## src/rtl/ble_tx_pkg.sv

```systemverilog
// ble_tx_pkg: shared state type and header constants for the BLE TX path
package ble_tx_pkg;
  localparam int PREAMBLE_BITS = 8;
  localparam int AA_BITS = 32;
  localparam logic [7:0] PREAMBLE_AA_LSB1 = 8'h55;
  localparam logic [7:0] PREAMBLE_AA_LSB0 = 8'hAA;
  typedef enum logic [2:0] {IDLE, RESTART, PREAMBLE, ADDR, PDU, DRAIN} wseq_state_t;
  function automatic logic [7:0] preamble_for(input logic aa_lsb);
    return aa_lsb ? PREAMBLE_AA_LSB1 : PREAMBLE_AA_LSB0;
  endfunction
endpackage

```

## src/rtl/header_shifter.sv

```systemverilog
// header_shifter: LSB-first preamble+address shift register with a per-field bit counter
module header_shifter #(
  parameter int W = 40,
  parameter int CW = 6
) (
  input  logic          aclk,
  input  logic          areset,
  input  logic          load,
  input  logic [W-1:0]  din,
  input  logic          shift,
  input  logic [CW-1:0] last_idx,
  output logic          bit_out,
  output logic          last
);
  logic [W-1:0]  sr;
  logic [CW-1:0] cnt;
  assign bit_out = sr[0];
  assign last = cnt == last_idx;
  // load clears the counter; it wraps at each field end so the next field counts from 0
  always_ff @(posedge aclk or posedge areset)
    if (areset) begin
      sr <= '0;
      cnt <= '0;
    end else if (load) begin
      sr <= din;
      cnt <= '0;
    end else if (shift) begin
      sr <= sr >> 1;
      cnt <= last ? '0 : cnt + CW'(1);
    end
endmodule

```

## src/rtl/whitening_sequencer.sv

```systemverilog
// whitening_sequencer: per-packet restart, bypassed header, whitened PDU and drain control for the BLE whitener
module whitening_sequencer import ble_tx_pkg::*; #(
  parameter int AA_BITS = 32,
  parameter int PREAMBLE_BITS = 8
) (
  input  logic               aclk,
  input  logic               areset,
  input  logic               start,
  input  logic [5:0]         channel,
  input  logic [AA_BITS-1:0] access_address,
  output logic               busy,
  output logic               done,
  input  logic               pdu_tdata,
  input  logic               pdu_tvalid,
  input  logic               pdu_tlast,
  output logic               pdu_tready,
  output logic               wht_tdata,
  output logic               wht_tvalid,
  output logic               wht_tlast,
  input  logic               wht_tready,
  output logic               wht_bypass,
  output logic               wht_restart,
  output logic [5:0]         wht_channel
);
  localparam int HW = AA_BITS + PREAMBLE_BITS;
  localparam int CW = $clog2(HW + 1);
  wseq_state_t state, state_nx;
  logic [5:0] ch_q;
  logic [AA_BITS-1:0] aa_q;
  logic hdr, pdu, hdr_bit, hdr_last, hdr_shift;
  assign wht_channel = ch_q;
  // state register; packet parameters captured only when a start is accepted
  always_ff @(posedge aclk or posedge areset)
    if (areset) begin
      state <= IDLE;
      ch_q <= '0;
      aa_q <= '0;
    end else begin
      state <= state_nx;
      if (state == IDLE && start) begin
        ch_q <= channel;
        aa_q <= access_address;
      end
    end
  header_shifter #(.W(HW), .CW(CW)) u_hdr (
    .aclk     (aclk),
    .areset   (areset),
    .load     (state == RESTART),
    .din      ({aa_q, preamble_for(aa_q[0])}),
    .shift    (hdr_shift),
    .last_idx (state == ADDR ? CW'(AA_BITS - 1) : CW'(PREAMBLE_BITS - 1)),
    .bit_out  (hdr_bit),
    .last     (hdr_last)
  );
  // output muxing per state and next-state; bypass stays low through DRAIN until the held bit leaves
  always_comb begin
    hdr = state == PREAMBLE || state == ADDR;
    pdu = state == PDU;
    busy = state != IDLE;
    wht_restart = state == RESTART;
    wht_bypass = !(pdu || state == DRAIN);
    wht_tvalid = hdr ? 1'b1 : pdu ? pdu_tvalid : 1'b0;
    wht_tdata = hdr ? hdr_bit : pdu ? pdu_tdata : 1'b0;
    wht_tlast = pdu & pdu_tlast;
    pdu_tready = pdu & wht_tready;
    hdr_shift = hdr & wht_tready;
    done = state == DRAIN && wht_tready;
    state_nx = state;
    case (state)
      IDLE:     if (start) state_nx = RESTART;
      RESTART:  state_nx = PREAMBLE;
      PREAMBLE: if (hdr_shift && hdr_last) state_nx = ADDR;
      ADDR:     if (hdr_shift && hdr_last) state_nx = PDU;
      PDU:      if (pdu_tvalid && wht_tready && pdu_tlast) state_nx = DRAIN;
      DRAIN:    if (wht_tready) state_nx = IDLE;
      default:  state_nx = IDLE;
    endcase
  end
endmodule

```

## config.mk

```make
export PLATFORM = sky130hd
export DESIGN_NAME = whitening_sequencer
export DESIGN_NICKNAME = d
export VERILOG_FILES = /design/src/rtl/ble_tx_pkg.sv /design/src/rtl/header_shifter.sv /design/src/rtl/whitening_sequencer.sv
export SDC_FILE = /design/constraint.sdc
export NUM_CORES = 1
export LEC_CHECK = 0
export ABC_AREA = 1
export CORE_MARGIN = 4
export CORE_UTILIZATION = 25
export CTS_CLUSTER_DIAMETER = 40
export DETAILED_ROUTE_END_ITERATION = 10
export MAX_ROUTING_LAYER = met4
export PLACE_DENSITY = 0.43
export SLEW_MARGIN = 20
export SYNTH_ARGS = -nofsm -noshare
export SYNTH_HDL_FRONTEND = slang
export SYNTH_SLANG_ARGS = --single-unit
```

## constraint.sdc

```tcl
create_clock -name aclk -period 4.25 [get_ports aclk]
set_clock_uncertainty 0.05 [all_clocks]
set_input_delay 1.0625 -clock aclk [delete_from_list [all_inputs] [get_ports aclk]]
set_output_delay 1.0625 -clock aclk [all_outputs]
set_load 0.05 [all_outputs]
```

==> out/qor.csv, run 1 <==
stage,metric,value,unit
outcome,status,"finished, final reports clean",
finish,Multi-input gate area,1380,um^2
die,die area,17500,um^2
routing,Pre-antenna DRT Iters,5,
placed_design,PortBufs,58,
synthesis,ys flop type,dfrtp_1,
synthesis,Synth top area share,56.3,%
critical_path,r2r endpoint,aa_q[0],
placed_design,dpl cell area,4600,um^2
placed_design,dpl hpwl,5.37,mm
timing,Setup TNS Final,0,ps
worst_hold_path,Worst Hold End,u_hdr.sr[26],
global_routing,busiest grt layer,met2,
clocking,CTS Buf Count,9,
critical_path,CP Class,input pin to primary output,
clocking,CTS tree,done,
critical_path,worst r2r path cells,4,
global_routing,first-pass GRT wire length,14.1,mm
global_routing,Total Routing Usage GR,10.2,%
power,Overall Power,3530,uW
synthesis,cell taking the most area after synthesis,dfrtp_1,
finish,post-route cell area,4940,um^2
clocking,post_cts resized,0,
synthesis,"top cells by count, synth","dfrtp_1 (87), nand2_1 (57), inv_1 (47), o221ai_1 (29), mux2_4 (20)",
clocking,# Post-CTS Setup Buffers,0,
synthesis,post-synthesis async set-or-reset flop share,100,%
worst_hold_path,HP Start,aa_q[18],
power,Net Switching,1270,uW
routing,routed wire length,8.22,mm
global_routing,largest net degree at the start of global routing,54,
timing,max_slew headroom,44.0,%
power,clock share of power,25.2,%
synthesis,"flops & latches, synth",87,
clocking,Worst-path clk slew,70,ps
global_routing,remaining global-route overflow,0,
finish,Fillers,1578,
critical_path,r2r setup slk,1980,ps
global_routing,vias in the first global route,2851,
finish,fraction of layout cells with a size suffix above 1,17.6,%
die,io pins,59,
routing,Routed Antenna Nets,0,
global_routing,grt met2 use,15.5,%
routing,routed vias/inst,4.52,
clocking,H-tree Lvls,3,
synthesis,syn nets,388,
finish,ant diodes,0,
die,Core Region,15200,um^2
clocking,CTS Hold Bufs,0,
die,initial core utilization,25.5,%
global_routing,GR met3 Demand/Resource,2.81,%
timing,Tightest Pin Transition,839,ps
die,DIE WIDTH,132,um
placed_design,Placer Congestion,0.739,
critical_path,Reg-to-Reg Start,state[1],
finish,area delta synth->final,27.7,%
timing,fin crit share,88.4,%
timing,fmax,266,MHz
synthesis,Post-synth EDFFs,0,
synthesis,synth warn,0,
clocking,Max clock buf depth,2,
critical_path,critical path capture point type,primary output,
clocking,clk sinks,87,
clocking,Clock Latency Late Sink,350,ps
routing,Avg WL per Cell,13.9,um
worst_hold_path,Hold/Removal Path Class,flop to flop,
finish,Nets,445,
critical_path,Crit path required time,3140,ps
routing,DR iter-0 viols,162,
timing,minimum clock period,3760,ps
die,cell row count,45,
job,Max-Cap Viols,0,
power,combinational share of power,35.9,%
timing,final hold viol count,0,
power,leakage,0.00223,uW
routing,Vias,2678,
power,sequential group share of total power,38.9,%
power,switch share,35.9,%
synthesis,top post-synthesis cells by area,"dfrtp_1 (56%), mux2_4 (7.8%), o221ai_1 (6.6%), nand2_1 (5.5%), mux2_2 (5.2%)",
power,worst vdd ir,266,uV
power,PwrDens,715,nW/um^2
critical_path,Worst Setup Start Kind,input pin,
global_routing,M1 GR Usage,12.9,%
routing,DRC,0,
global_routing,antenna violations before repair,0,
power,cell internal pwr,2270,uW
die,Die Span Y,132,um
synthesis,Syn Inst Count,342,
synthesis,Synth cell types,28,
clocking,CTS Root Cell,clkbuf_16,
finish,storage element area,2180,um^2
synthesis,top-count cell post-synth,dfrtp_1,
worst_hold_path,hold path depth,2,
critical_path,CP arrival,2650,ps
timing,# setup viols final,0,
synthesis,mean post-synth cell area,11.3,um^2
synthesis,register area share after synthesis,56.3,%
critical_path,"Max FO, Critical Path",5,
synthesis,Mapped Area,3870,um^2
timing,unrepaired setup endpoints after global routing,false,
timing,"Slew Viols, Final",0,
## sequential cells by signal, summed over array words and instances, names as in the netlist
signal and cells:
u_hdr.sr 40, wht_channel 6, state 3, aa_q 32, u_hdr.cnt 6
## power by group through the flow
stage          Clock [uW]  Sequential [uW]  Combinational, uW
6_report              891             1370               1270
4_1_cts               921             1380               1290
5_1_grt               961             1420               1410
3_3_place_gp            0             1380               1260
2_1_floorplan           0             1430                931
3_5_place_dp            0             1390               1280
## layer usage
layer	up-vias	part of all wire [%]
met5	-	0
met4	0	1.6
met3	15	3.9
met2	57	44
met1	1312	50
li1	1294	-
## cells by family (layout without fill, tap and decap cells)
group / Yosys count / count (layout) / synth area share (%)
flip-flops: 87 / 87 / 56.3
multiplexers: 38 / 38 / 13.0
buffers and inverters: 66 / 128 / 8.18
AND/OR/NAND/NOR: 93 / 93 / 10.7
AO/OA/AOI/OAI: 57 / 57 / 11.5
adder cells (fa/ha/maj): 1 / 1 / 0.323
## how the worst max path moves through the flow
stage / from / endpoint / cells past startpoint / slack [ps]
finish: wht_tready / pdu_tready / 4 / 490
global route: wht_tready / pdu_tready / 4 / 400
CTS: wht_tready / done / 4 / 480
detailed placement: wht_tready / done / 4 / 480
global placement: wht_tready / pdu_tready / 4 / 520
floorplan: areset / aa_q[0] / 1 / 890
## stage by stage
| step | util [%] | setup slack, ps | hold WS [ps] | instances |
|---|---|---|---|---|
| after floorplan | - | 887 | 398 | 342 |
| after global placement | 30.3 | 520 | 413 | 576 |
| after detailed placement | 30.3 | 480 | 422 | 576 |
| after CTS | 32.5 | 479 | 434 | 592 |
| after global routing | 32.5 | 400 | 469 | 592 |
| final | 32.5 | 491 | 434 | 592 |
## cell usage in the layout (no fill, tap or decap), drive strengths merged
cell and n:
a21oi 6, a221oi 1, a22oi 1, a31oi 2
buf 5, bufinv 2, clkbuf 9, clkdlybuf4s50 58
clkinv 2, clkinvlp 1, dfrtp 87, ha 1
inv 51, mux2 38, nand2 61, nand3 16
nand4 3, nor2 13, o211ai 10, o21ai 7
o221ai 29, o31ai 1
## critical path, stage by stage
cell	delay, ps
clkdlybuf4s50_1	570
inv_1	100
nor2_1	110
clkdlybuf4s50_1	810
## cell type report
class / instances / share of cell area [%]
Clock buffer: 9 / 4.56
Clock inverter: 7 / 2.28
Inverter: 49 / 3.75
Multi-Input combinational cell: 189 / 27.8
Sequential cell: 87 / 44.1
Tap cell: 188 / 4.76
Timing Repair Buffer: 63 / 12.8
(Power assumes the default switching activity.)
==> inputs of run 2 (changes only) <==
TNS_END_PERCENT = 50   (was not set)
==> results of run 2 <==
The final DEF is identical to that of run 1; final timing and power are the same.
==> inputs of run 3 (changes only) <==
CORE_MARGIN = 8   (was 4)
DONT_BUFFER_PORTS = 1   (was not set)
PLACE_DENSITY = 0.38   (was 0.43)
==> out/qor.csv, run 3 (synthesized netlist as in run 1, its figures left out) <==
stage,metric,value,unit,change
die,Core Region,15100,um^2,was 15200 um^2
power,cell internal pwr,2200,uW,was 2270 uW
timing,unrepaired setup endpoints after global routing,false,,unchanged
clocking,CTS Buf Count,9,,unchanged
critical_path,r2r setup slk,1910,ps,was 1980 ps
power,leakage,0.00200,uW,was 0.00223 uW
timing,max_slew headroom,33.4,%,was 44.0%
power,clock share of power,26.5,%,was 25.2%
global_routing,antenna violations before repair,0,,unchanged
placed_design,dpl hpwl,5.51,mm,was 5.37 mm
finish,Largest register FFs,40,,unchanged
routing,DRC,0,,unchanged
critical_path,CP Class,flop to primary output,,was input pin to primary output
critical_path,Reg-to-Reg Start,state[2],,was state[1]
clocking,Max clock buf depth,2,,unchanged
timing,Tightest Pin Transition,992,ps,was 839 ps
timing,fmax,341,MHz,was 266 MHz
global_routing,Total Routing Usage GR,9.40,%,was 10.2%
global_routing,vias in the first global route,2670,,was 2851
routing,Vias,2430,,was 2678
die,DIE WIDTH,140,um,was 132 um
power,switch share,35.6,%,was 35.9%
finish,area delta synth->final,12.4,%,was 27.7%
timing,Setup TNS Final,0,ps,unchanged
finish,largest registers,"u_hdr.sr: 40 flops, aa_q: 32 flops",,unchanged
finish,"most common cell after layout, fill and taps aside",dfrtp_1,,unchanged
global_routing,busiest grt layer,met2,,unchanged
job,Max-Cap Viols,0,,unchanged
timing,"Slew Viols, Final",0,,unchanged
routing,routed wire length,8.17,mm,was 8.22 mm
die,Die Span Y,140,um,was 132 um
placed_design,PortBufs,0,,was 58
power,sequential group share of total power,43.1,%,was 38.9%
critical_path,Worst Setup Start Kind,flop,,was input pin
power,worst vdd ir,265,uV,was 266 uV
die,initial core utilization,25.6,%,was 25.5%
clocking,post_cts resized,0,,unchanged
power,PwrDens,786,nW/um^2,was 715 nW/um^2
worst_hold_path,Worst Hold End,u_hdr.sr[34],,was u_hdr.sr[26]
clocking,# Post-CTS Setup Buffers,0,,unchanged
routing,Routed Antenna Nets,0,,unchanged
routing,Pre-antenna DRT Iters,4,,was 5
power,combinational share of power,30.4,%,was 35.9%
finish,ant diodes,0,,unchanged
timing,# setup viols final,0,,unchanged
global_routing,largest net degree at the start of global routing,46,,was 54
critical_path,worst r2r path cells,7,,was 4
placed_design,Placer Congestion,0.750,,was 0.739
placed_design,dpl cell area,4010,um^2,was 4600 um^2
critical_path,CP arrival,1820,ps,was 2650 ps
outcome,status,"finished, final reports clean",,unchanged
global_routing,first-pass GRT wire length,14.1,mm,about the same
clocking,Clock Latency Late Sink,340,ps,was 350 ps
finish,most frequent cells in the layout,"dfrtp_1 (87), nand2_1 (57), inv_1 (45), o221ai_1 (29), mux2_4 (20)",,"was dfrtp_1 (87), clkdlybuf4s50_1 (58), nand2_1 (57), inv_1 (46), o221ai_1 (29)"
die,io pins,59,,unchanged
clocking,CTS Root Cell,clkbuf_16,,unchanged
global_routing,grt met2 use,13.2,%,was 15.5%
finish,fraction of layout cells with a size suffix above 1,20.5,%,was 17.6%
finish,Nets,387,,was 445
clocking,H-tree Lvls,3,,unchanged
timing,minimum clock period,2930,ps,was 3760 ps
die,die area,19700,um^2,was 17500 um^2
timing,final hold viol count,0,,unchanged
global_routing,remaining global-route overflow,0,,unchanged
critical_path,Crit path required time,3140,ps,about the same
global_routing,M1 GR Usage,11.8,%,was 12.9%
routing,Avg WL per Cell,15.3,um,was 13.9 um
critical_path,critical path capture point type,primary output,,unchanged
global_routing,GR met3 Demand/Resource,2.48,%,was 2.81%
clocking,Worst-path clk slew,60,ps,was 70 ps
worst_hold_path,Hold/Removal Path Class,flop to flop,,unchanged
timing,fin crit share,69.0,%,was 88.4%
critical_path,r2r endpoint,u_hdr.sr[5],,was aa_q[0]
clocking,CTS tree,done,,unchanged
die,cell row count,45,,unchanged
routing,DR iter-0 viols,179,,was 162
worst_hold_path,hold path depth,2,,unchanged
clocking,clk sinks,87,,unchanged
critical_path,"Max FO, Critical Path",6,,was 5
worst_hold_path,HP Start,aa_q[26],,was aa_q[18]
finish,Biggest register,u_hdr.sr,,unchanged
finish,post-route cell area,4350,um^2,was 4940 um^2
routing,routed vias/inst,4.55,,was 4.52
timing,WHS,435,ps,was 434 ps
clocking,CTS Hold Bufs,0,,unchanged
power,Net Switching,1220,uW,was 1270 uW
==> run 3: cell type report <==
cell class,instances,area (um^2)
fillers,1579,10800
well taps,188,235
inverters,49,185
repair buffers,5,37.5
clock buffers,10,229
flip-flops and latches,87,2180
multi-input cells,189,1380
clock inverters,6,109
==> run 3: critical path: stages (launching register included) <==
cell     delay [ps]
dfrtp_1         460
nor2_4          170
nand2_1         130
nor2_1          720
==> run 3: per-layer routing <==
metal | share of wire (%) | vias up
met5 | 0 | -
li1 | - | 1167
met2 | 43 | 58
met4 | 2.5 | 0
met3 | 5.4 | 13
met1 | 49 | 1192
==> run 3: power groups by stage <==
stage                     clock (uW)  sequential (uW)  combinational (uW)
final                            906             1470                1040
after CTS                        939             1480                1060
after detailed placement           0             1490                1060
after floorplan                    0             1430                 931
after global placement             0             1480                1040
after global routing             964             1520                1180
==> run 3: worst max path at each step <==
| stage | start | end | cells past startpoint |
|---|---|---|---|
| floorplan | areset | aa_q[0] | 1 |
| global placement | wht_tready | done | 2 |
| detailed placement | wht_tready | pdu_tready | 2 |
| CTS | state[1] | pdu_tready | 3 |
| global route | state[1] | pdu_tready | 3 |
| finish | state[1] | pdu_tready | 3 |
==> run 3: stage by stage <==
step / total power, uW / cells / util (%) / setup WS [ps]
5_1_grt: 3670 / 534 / 28.7 / 1220
3_3_place_gp: 2520 / 518 / 26.5 / 1330
3_5_place_dp: 2550 / 518 / 26.5 / 1310
2_1_floorplan: 2360 / 342 / - / 887
6_report: 3420 / 534 / 28.7 / 1320
4_1_cts: 3480 / 534 / 28.7 / 1280
